## config.mk

```make
export PLATFORM = sky130hd
export DESIGN_NAME = state_readout
export DESIGN_NICKNAME = d
export VERILOG_FILES = /design/src/rtl/state_readout.sv
export SDC_FILE = /design/constraint.sdc
export NUM_CORES = 1
export LEC_CHECK = 0
export CAP_MARGIN = 15
export CORE_MARGIN = 4
export CORE_UTILIZATION = 50
export CTS_CLUSTER_DIAMETER = 30
export DETAILED_ROUTE_END_ITERATION = 6
export PLACE_DENSITY = 0.79
export RECOVER_POWER = 100
export SYNTH_ARGS = -nofsm -noshare
export SYNTH_HDL_FRONTEND = slang
export SYNTH_SLANG_ARGS = --single-unit
```

## constraint.sdc

```tcl
create_clock -name clk -period 4 [get_ports clk]
set_input_delay 0.8 -clock clk [delete_from_list [all_inputs] [get_ports clk]]
set_output_delay 0.8 -clock clk [all_outputs]
set_load 0.005 [all_outputs]
```

## src/rtl/state_readout.sv

```systemverilog
// state_readout: streams the full state vector out of a synchronous state
// memory as indexed beats on a valid/ready port. Reads are credit-limited so
// the 2-entry output FIFO can never overflow, yet m_ready held high still
// gives one beat per cycle.
// Optional feature: define STATE_READOUT_MAG2_EN to compute and stream
// m_mag2 = re^2 + im^2 with each beat. Without it m_mag2 is tied to 0 and no
// multipliers exist.
module state_readout #(
    parameter int N_QUBITS = 4
) (
    input  logic                       clk,
    input  logic                       rst_n,
    input  logic                       start,
    output logic [N_QUBITS-1:0]        mem_addr,
    input  logic signed [15:0]         mem_r,
    input  logic signed [15:0]         mem_i,
    output logic                       m_valid,
    input  logic                       m_ready,
    output logic [N_QUBITS-1:0]        m_index,
    output logic signed [15:0]         m_re,
    output logic signed [15:0]         m_im,
    output logic                       m_last,
    output logic [31:0]                m_mag2,
    output logic                       busy,
    output logic                       done,
    output logic [31:0]                stall_count
);

    localparam int AW  = N_QUBITS;
    localparam int DIM = 1 << N_QUBITS;

    typedef enum logic [1:0] {
        IDLE,
        READ,
        DRAIN,
        FIN
    } state_t;

    // One FIFO entry: amplitude tagged with its basis-state index.
    typedef struct packed {
        logic [AW-1:0]       index;
        logic signed [15:0]  re;
        logic signed [15:0]  im;
        logic                last;
`ifdef STATE_READOUT_MAG2_EN
        logic [31:0]         mag2;
`endif
    } beat_t;

    state_t          state;
    logic            rd_pend;      // a read was issued last edge; data is on mem_r/mem_i now
    logic [AW-1:0]   rd_idx;       // index of that in-flight read
    beat_t           fifo [2];
    logic            wr_sel;
    logic            rd_sel;
    logic [1:0]      occ;
    beat_t           head;
    beat_t           new_beat;
    logic            push;
    logic            pop;
    logic            issue;
    logic [2:0]      credit;

    assign head    = fifo[rd_sel];
    assign m_valid = (occ != 2'd0);
    assign m_index = head.index;
    assign m_re    = head.re;
    assign m_im    = head.im;
    assign m_last  = head.last;

    assign push = rd_pend;
    assign pop  = m_valid & m_ready;

    // Occupancy counted net of the beat leaving on this edge, so a pop frees
    // its slot for a read issued on the same edge; that is what sustains one
    // beat per cycle with only two credits.
    assign credit = {1'b0, occ} + {2'b00, rd_pend} - {2'b00, pop};
    assign issue  = (state == READ) && (credit < 3'd2);

`ifdef STATE_READOUT_MAG2_EN
    logic signed [31:0] sq_r;
    logic signed [31:0] sq_i;
    logic [31:0]        mag2_calc;

    // Full-precision squares; the sum peaks at 2^31 so 32 unsigned bits suffice.
    assign sq_r      = 32'(mem_r) * 32'(mem_r);
    assign sq_i      = 32'(mem_i) * 32'(mem_i);
    assign mag2_calc = $unsigned(sq_r) + $unsigned(sq_i);
    assign m_mag2    = head.mag2;
`else
    assign m_mag2    = 32'd0;
`endif

    // Assemble the beat captured from the memory read port.
    always_comb begin
        // NOTE: full default first so no path leaves a field unassigned (no latch).
        new_beat       = '0;
        new_beat.index = rd_idx;
        new_beat.re    = mem_r;
        new_beat.im    = mem_i;
        new_beat.last  = (rd_idx == AW'(DIM - 1));
`ifdef STATE_READOUT_MAG2_EN
        new_beat.mag2  = mag2_calc;
`endif
    end

    // Control FSM: read pointer, busy/done, stall counter.
    always_ff @(posedge clk or negedge rst_n) begin
        if (!rst_n) begin
            state       <= IDLE;
            mem_addr    <= '0;
            busy        <= 1'b0;
            done        <= 1'b0;
            stall_count <= '0;
        end else begin
            // NOTE: non-blocking throughout; a later assignment in this block
            // (e.g. the clear on start) wins over the earlier default.
            done <= 1'b0;
            if (m_valid && !m_ready && (stall_count != 32'hFFFF_FFFF))
                stall_count <= stall_count + 32'd1;
            case (state)
                IDLE: begin
                    if (start) begin
                        state       <= READ;
                        mem_addr    <= '0;
                        stall_count <= '0;
                        busy        <= 1'b1;
                    end
                end
                READ: begin
                    if (issue) begin
                        // The pointer parks on the last address instead of wrapping.
                        if (mem_addr == AW'(DIM - 1))
                            state <= DRAIN;
                        else
                            mem_addr <= mem_addr + AW'(1);
                    end
                end
                DRAIN: begin
                    if (pop && head.last) begin
                        state <= FIN;
                        done  <= 1'b1;
                        busy  <= 1'b0;
                    end
                end
                FIN: begin
                    state <= IDLE;
                end
                default: begin
                    state <= IDLE;
                end
            endcase
        end
    end

    // Read pipeline tracking and the 2-entry output FIFO.
    always_ff @(posedge clk or negedge rst_n) begin
        if (!rst_n) begin
            rd_pend <= 1'b0;
            rd_idx  <= '0;
            occ     <= 2'd0;
            wr_sel  <= 1'b0;
            rd_sel  <= 1'b0;
            // NOTE: the FIFO storage is reset because the head drives m_* directly
            // and those must read zero in reset; storage is only two entries.
            fifo[0] <= '0;
            fifo[1] <= '0;
        end else begin
            rd_pend <= issue;
            if (issue)
                rd_idx <= mem_addr;
            if (push) begin
                fifo[wr_sel] <= new_beat;
                wr_sel       <= ~wr_sel;
            end
            if (pop)
                rd_sel <= ~rd_sel;
            case ({push, pop})
                2'b10:   occ <= occ + 2'd1;
                2'b01:   occ <= occ - 2'd1;
                default: occ <= occ;
            endcase
        end
    end

endmodule

```

[Word-level counts from Yosys, hierarchy flattened]
Cells that the tools add are included.
Word-level totals
  register bits: 123
  bits of input ports: 36
  output and inout bits: 108
  logic and storage cells: 84
Operators by class
  $add $sub $neg: 6
  magnitude comparators: 4
  equal/unequal tests: 13
  multiplexer cells: 24
  bitwise logic cells: 5
  reductions and logical operators: 14
Operators by type and width (number)
  37-bit two-way mux: 4
  32-bit two-way mux: 3
  74-bit bitwise mux: 1
  37-bit demux with 1-bit select: 1
  32-bit by 1-bit adder with 32-bit output, second input constant: 1
  32-bit inequality test, second input constant: 1
  4-bit two-way mux: 3
  4-bit equality test, second input constant: 2
  2-bit two-way mux: 4
  2-bit inequality test, second input constant: 4
  2-bit case mux with 4 select lines: 1
  4-bit case mux with 2 select lines: 1
  4-bit AND reduction: 2
  2-bit nonzero test: 4
  2-bit equality test, second input constant: 3
  1-bit logical AND: 5
  4-bit by 1-bit adder with 4-bit output, second input constant: 1
  2-bit by 1-bit equality test with 1-bit output, second input constant: 2
  2-bit >= comparator, second input constant: 2
  1-bit two-way mux: 4
  1-bit NOT with 2-bit output: 2
  2-bit case mux with 2 select lines: 1
  2-bit by 1-bit adder with 3-bit output: 1
  3-bit by 2-bit less-than comparator with 1-bit output, second input constant: 1
  11 further kinds: 12

[Logic depth before layout (Yosys ltp)]
  depth in word-level cells: 7
  depth in mapped cells: 11
  mapped depth without buffers: 11

[Worst setup path before layout]
OpenSTA, ideal clock, no wires.
  kind: input to register
  start point: input m_ready
  end point: register mem_addr[3]
  setup time: 0.127 ns
  arrival time: 2.787 ns
  data required time: 3.873 ns
  slack: 1.086 ns
  stages on the path: 10
  buffers on the path: 0
  cell sequence: nand2_1 > inv_1 > ha_1 > nand2b_1 > fa_1 > xnor2_1 > a31oi_1 > a211oi_1 > nand4_1 > mux2i_1
On the way
  cells in the longest elaborated chain, start to end: 6
Ends and longest elaborated chain
  start: declaration: RTL line 18  | input logic m_ready,
  1-bit AND: RTL line 72  | assign pop = m_valid & m_ready;
  via pop: RTL line 60  | logic pop;
  3-bit by 1-bit subtractor with 3-bit output: RTL line 77  | assign credit = {1'b0, occ} + {2'b00, rd_pend} - {2'b00, pop};
  3-bit by 2-bit less-than comparator with 1-bit output: RTL line 78  | assign issue = (state == READ) && (credit < 3'd2);
  1-bit logical AND: RTL line 78
  2-bit inequality test (no source line)
  4-bit AND reduction (no source line)
  end signal: assignment: RTL line 136  | mem_addr <= mem_addr + AW'(1);
  end: declaration: RTL line 14  | output logic [N_QUBITS-1:0] mem_addr,
The timed path passes the listed nets, and every way through them passes these cells.
A chain may end at the register's enable or synchronous reset.

[Worst setup path in the final report]
  start point: register rd_sel
  end point: output m_im[9]
On the way
  cells in the longest elaborated chain, start to end: 4
Ends and longest elaborated chain
  start: declaration: RTL line 55  | logic rd_sel;
  start signal: assignment: RTL line 177  | rd_sel <= ~rd_sel;
  1-bit NOT with 2-bit output (not written as such): RTL line 64  | assign head = fifo[rd_sel];
  37-bit two-way mux (not written as such) (3 in a row): RTL line 64
  end: declaration: RTL line 21  | output logic signed [15:0] m_im,
Every way passes these cells. The select of a mux whose other input is x is not followed.

==> results.yml <==
outcome:
  outcome: "finished, violations left"
  violations: "capacitance limit, slew limit"
logic_synthesis:
  ys_seq_area_share_pct: 50.2
  ys_async_sr_fraction_pct: 100
  synth_top_flop_cell: "dfrtp_1"
  syn_area_um2: 6140
  ys_warn_count: 0
  synth-seq-cells: 123
  synth_edf_count: 0
  synthCells: 512
  post-synth-top-area-cell: "dfrtp_1"
  synth_cell_type_count: 52
  postSynthAreaPerCell_um2: 12.0
  synth_top_area_share_pct: 50.2
  yosys-top-cells-area: "dfrtp_1, mux2_2, buf_4"
clock_tree:
  cts_hold_buf: 0
  post_cts_buffers: 0
  cts_resized: 0
  h-tree-depth: 4
  clk_latency_ps: 410
  cts_tree: "done"
  numClockSinks: 123
  clock_path_buffers: 2
  cts_root_buffer: "clkbuf_16"
  cts.reportedPaths.clkPinSlew_ps: 50
  tritoncts.num_buffers: 17
sta:
  worst_pin_slew_ps: 2050
  fin_ws_ps: 413
  fin_hold_ws_ps: 479
  min_period_ps: 3590
  period_share_pct: 89.7
  hold_viol: 0
  tns_ps: 0
  finalSetupViolCount: 0
  fmax_mhz: 279
  fin_worst_skew_ps: 5.29
  grt_setup_unrepaired: "false"
  maxSlewViolCount: 151
  slew_headroom_pct: -36.9
place:
  place.gp.congestion: 0.787
  place_inst: 755
  port-buffer-count: 111
  dp_hpwl_mm: 9.29
  place_ws_ps: 384
global_route:
  grt_usage_pct: 20.2
  grt_pass1_wl_mm: 22.7
  overflow: 0
  grt_max_degree: 74
  antenna_found_initial: 0
  grt_pass1_vias: 4459
route:
  drtIter0Drc: 242
  finalWirelength_mm: 13.8
  vias: 4352
  wire_per_inst_um: 17.5
  detail-route-antenna-nets: 0
  route.detailed.drc: 0
  drtPass1Iterations: 4
  vias_per_cell: 5.53
setup_path:
  endpoint_kind: "output pin"
  arrival_ps: 2790
  worstPathMaxFanout: 24
  cp-start-kind: "flop"
  critPathKind: "reg2out"
  required_ps: 3200
cells_and_area:
  fillers: 903
  syn2layout_area_growth_pct: 28.0
  antenna_cells: 0
  multi_input_area_um2: 2760
  final_cells: 787
  final_common_cell: "dfrtp_1"
  drive_above_1_share_pct: 23.9
  num-nets-final: 671
  final_cell_mix: "dfrtp_1, mux2_2, dlygate4sd3_1"
  seq_area_um2: 3080
min_path:
  hp-class: "reg2reg"
power:
  power_uw: 5710
  powerDensity_nw_per_um2: 727
  vdd_ir_drop_max_uv: 466
  power.leakage_uw: 0.00352
floorplan:
  die_w_um: 119
  core_area_um2: 12000
  num_rows: 40
  io_pins: 144
  die-area_um2: 14100
  die_h_um: 119
  initial_core_util_pct: 51.1
job:
  cap_violations: 3
## final timing paths
check	startpoint	endpoint	slack, ps	cells after the start
worst max register to register	occ[1]	mem_addr[3]	780	11
worst max-delay path	rd_sel	m_im[9]	410	3
max in group asynchronous	rst_n	fifo[23]	1030	2
min in group asynchronous	rst_n	stall_count[24]	860	1
worst min-delay path	fifo[0]	fifo[0]	480	2
worst min register to register	fifo[0]	fifo[0]	480	2
## cell type report
class,count,area share [%]
clock buffer,26,6.74
timing repair buffer,116,14.4
inverter,18,0.860
tap,147,2.34
multi-input combinational,351,35.1
sequential,123,39.2
clock inverter,6,1.34
## power breakdown
part	internal [µW]	leakage [µW]	total, µW	switching (µW)
Clock	1090	0.000316	1610	513
Combinational	1270	0.00166	2080	817
Sequential	1700	0.00154	2020	321
## registers in the layout, indices dropped and copies added (netlist names)
name	cells
busy	1
done	1
fifo	74
mem_addr	4
occ	2
push	1
rd_idx	4
rd_sel	1
stall_count	32
state	2
wr_sel	1
## Yosys cell counts, types with 2 or more instances
cell	count
and3_1	3
nand4_1	12
o211ai_1	4
xnor2_1	11
nor2_1	18
o21ai_1	6
or2_2	3
mux2i_1	5
nand2_1	23
xor2_1	2
a21o_1	3
or3_1	11
mux2_2	112
inv_1	18
buf_4	34
o31ai_1	4
a41o_1	2
ha_1	7
and2_1	5
nor4_4	3
nor4_2	2
and4_1	3
a31oi_1	3
a21oi_1	21
or4_1	7
nand3_1	14
clkbuf_1	16
dfrtp_1	123
nor4_1	2
o21ai_0	12
nand2b_1	2
## critical path: stages, from the launching register on
cell           delay [ps]
dfrtp_1              1080
buf_4                 340
mux2_2                350
dlygate4sd3_1         590
## through the flow
step                cell area, µm²  util (%)
finish                        7850      65.4
global route                  7850      65.4
CTS                           7910      65.9
detailed placement            7280      60.6
global placement              7280      60.6
floorplan                     6250         -
## cells by family (layout without fill, tap and decap cells)
group                      after synthesis  in the layout  share of synthesized area (%)
xor gates and xnor gates                13             13                           1.86
buffers and inverters                   69            166                           6.42
muxes                                  117            117                           21.4
DFF                                    123            123                           50.2
other                                    1             32                         0.0611
adders and majority gates                8              8                           1.75
AOI/OAI and AO/OA                       67             67                           6.93
and+or+nand+nor                        114            114                           11.4
## routing by layer
| layer | share of wire [%] | GRT usage [%] |
|---|---|---|
| met4 | 1.6 | 6.66 |
| met3 | 4.7 | 6.32 |
| met5 | 0 | 0 |
| met1 | 42 | 24.7 |
| met2 | 51 | 34.2 |
(Power assumes the default switching activity.)
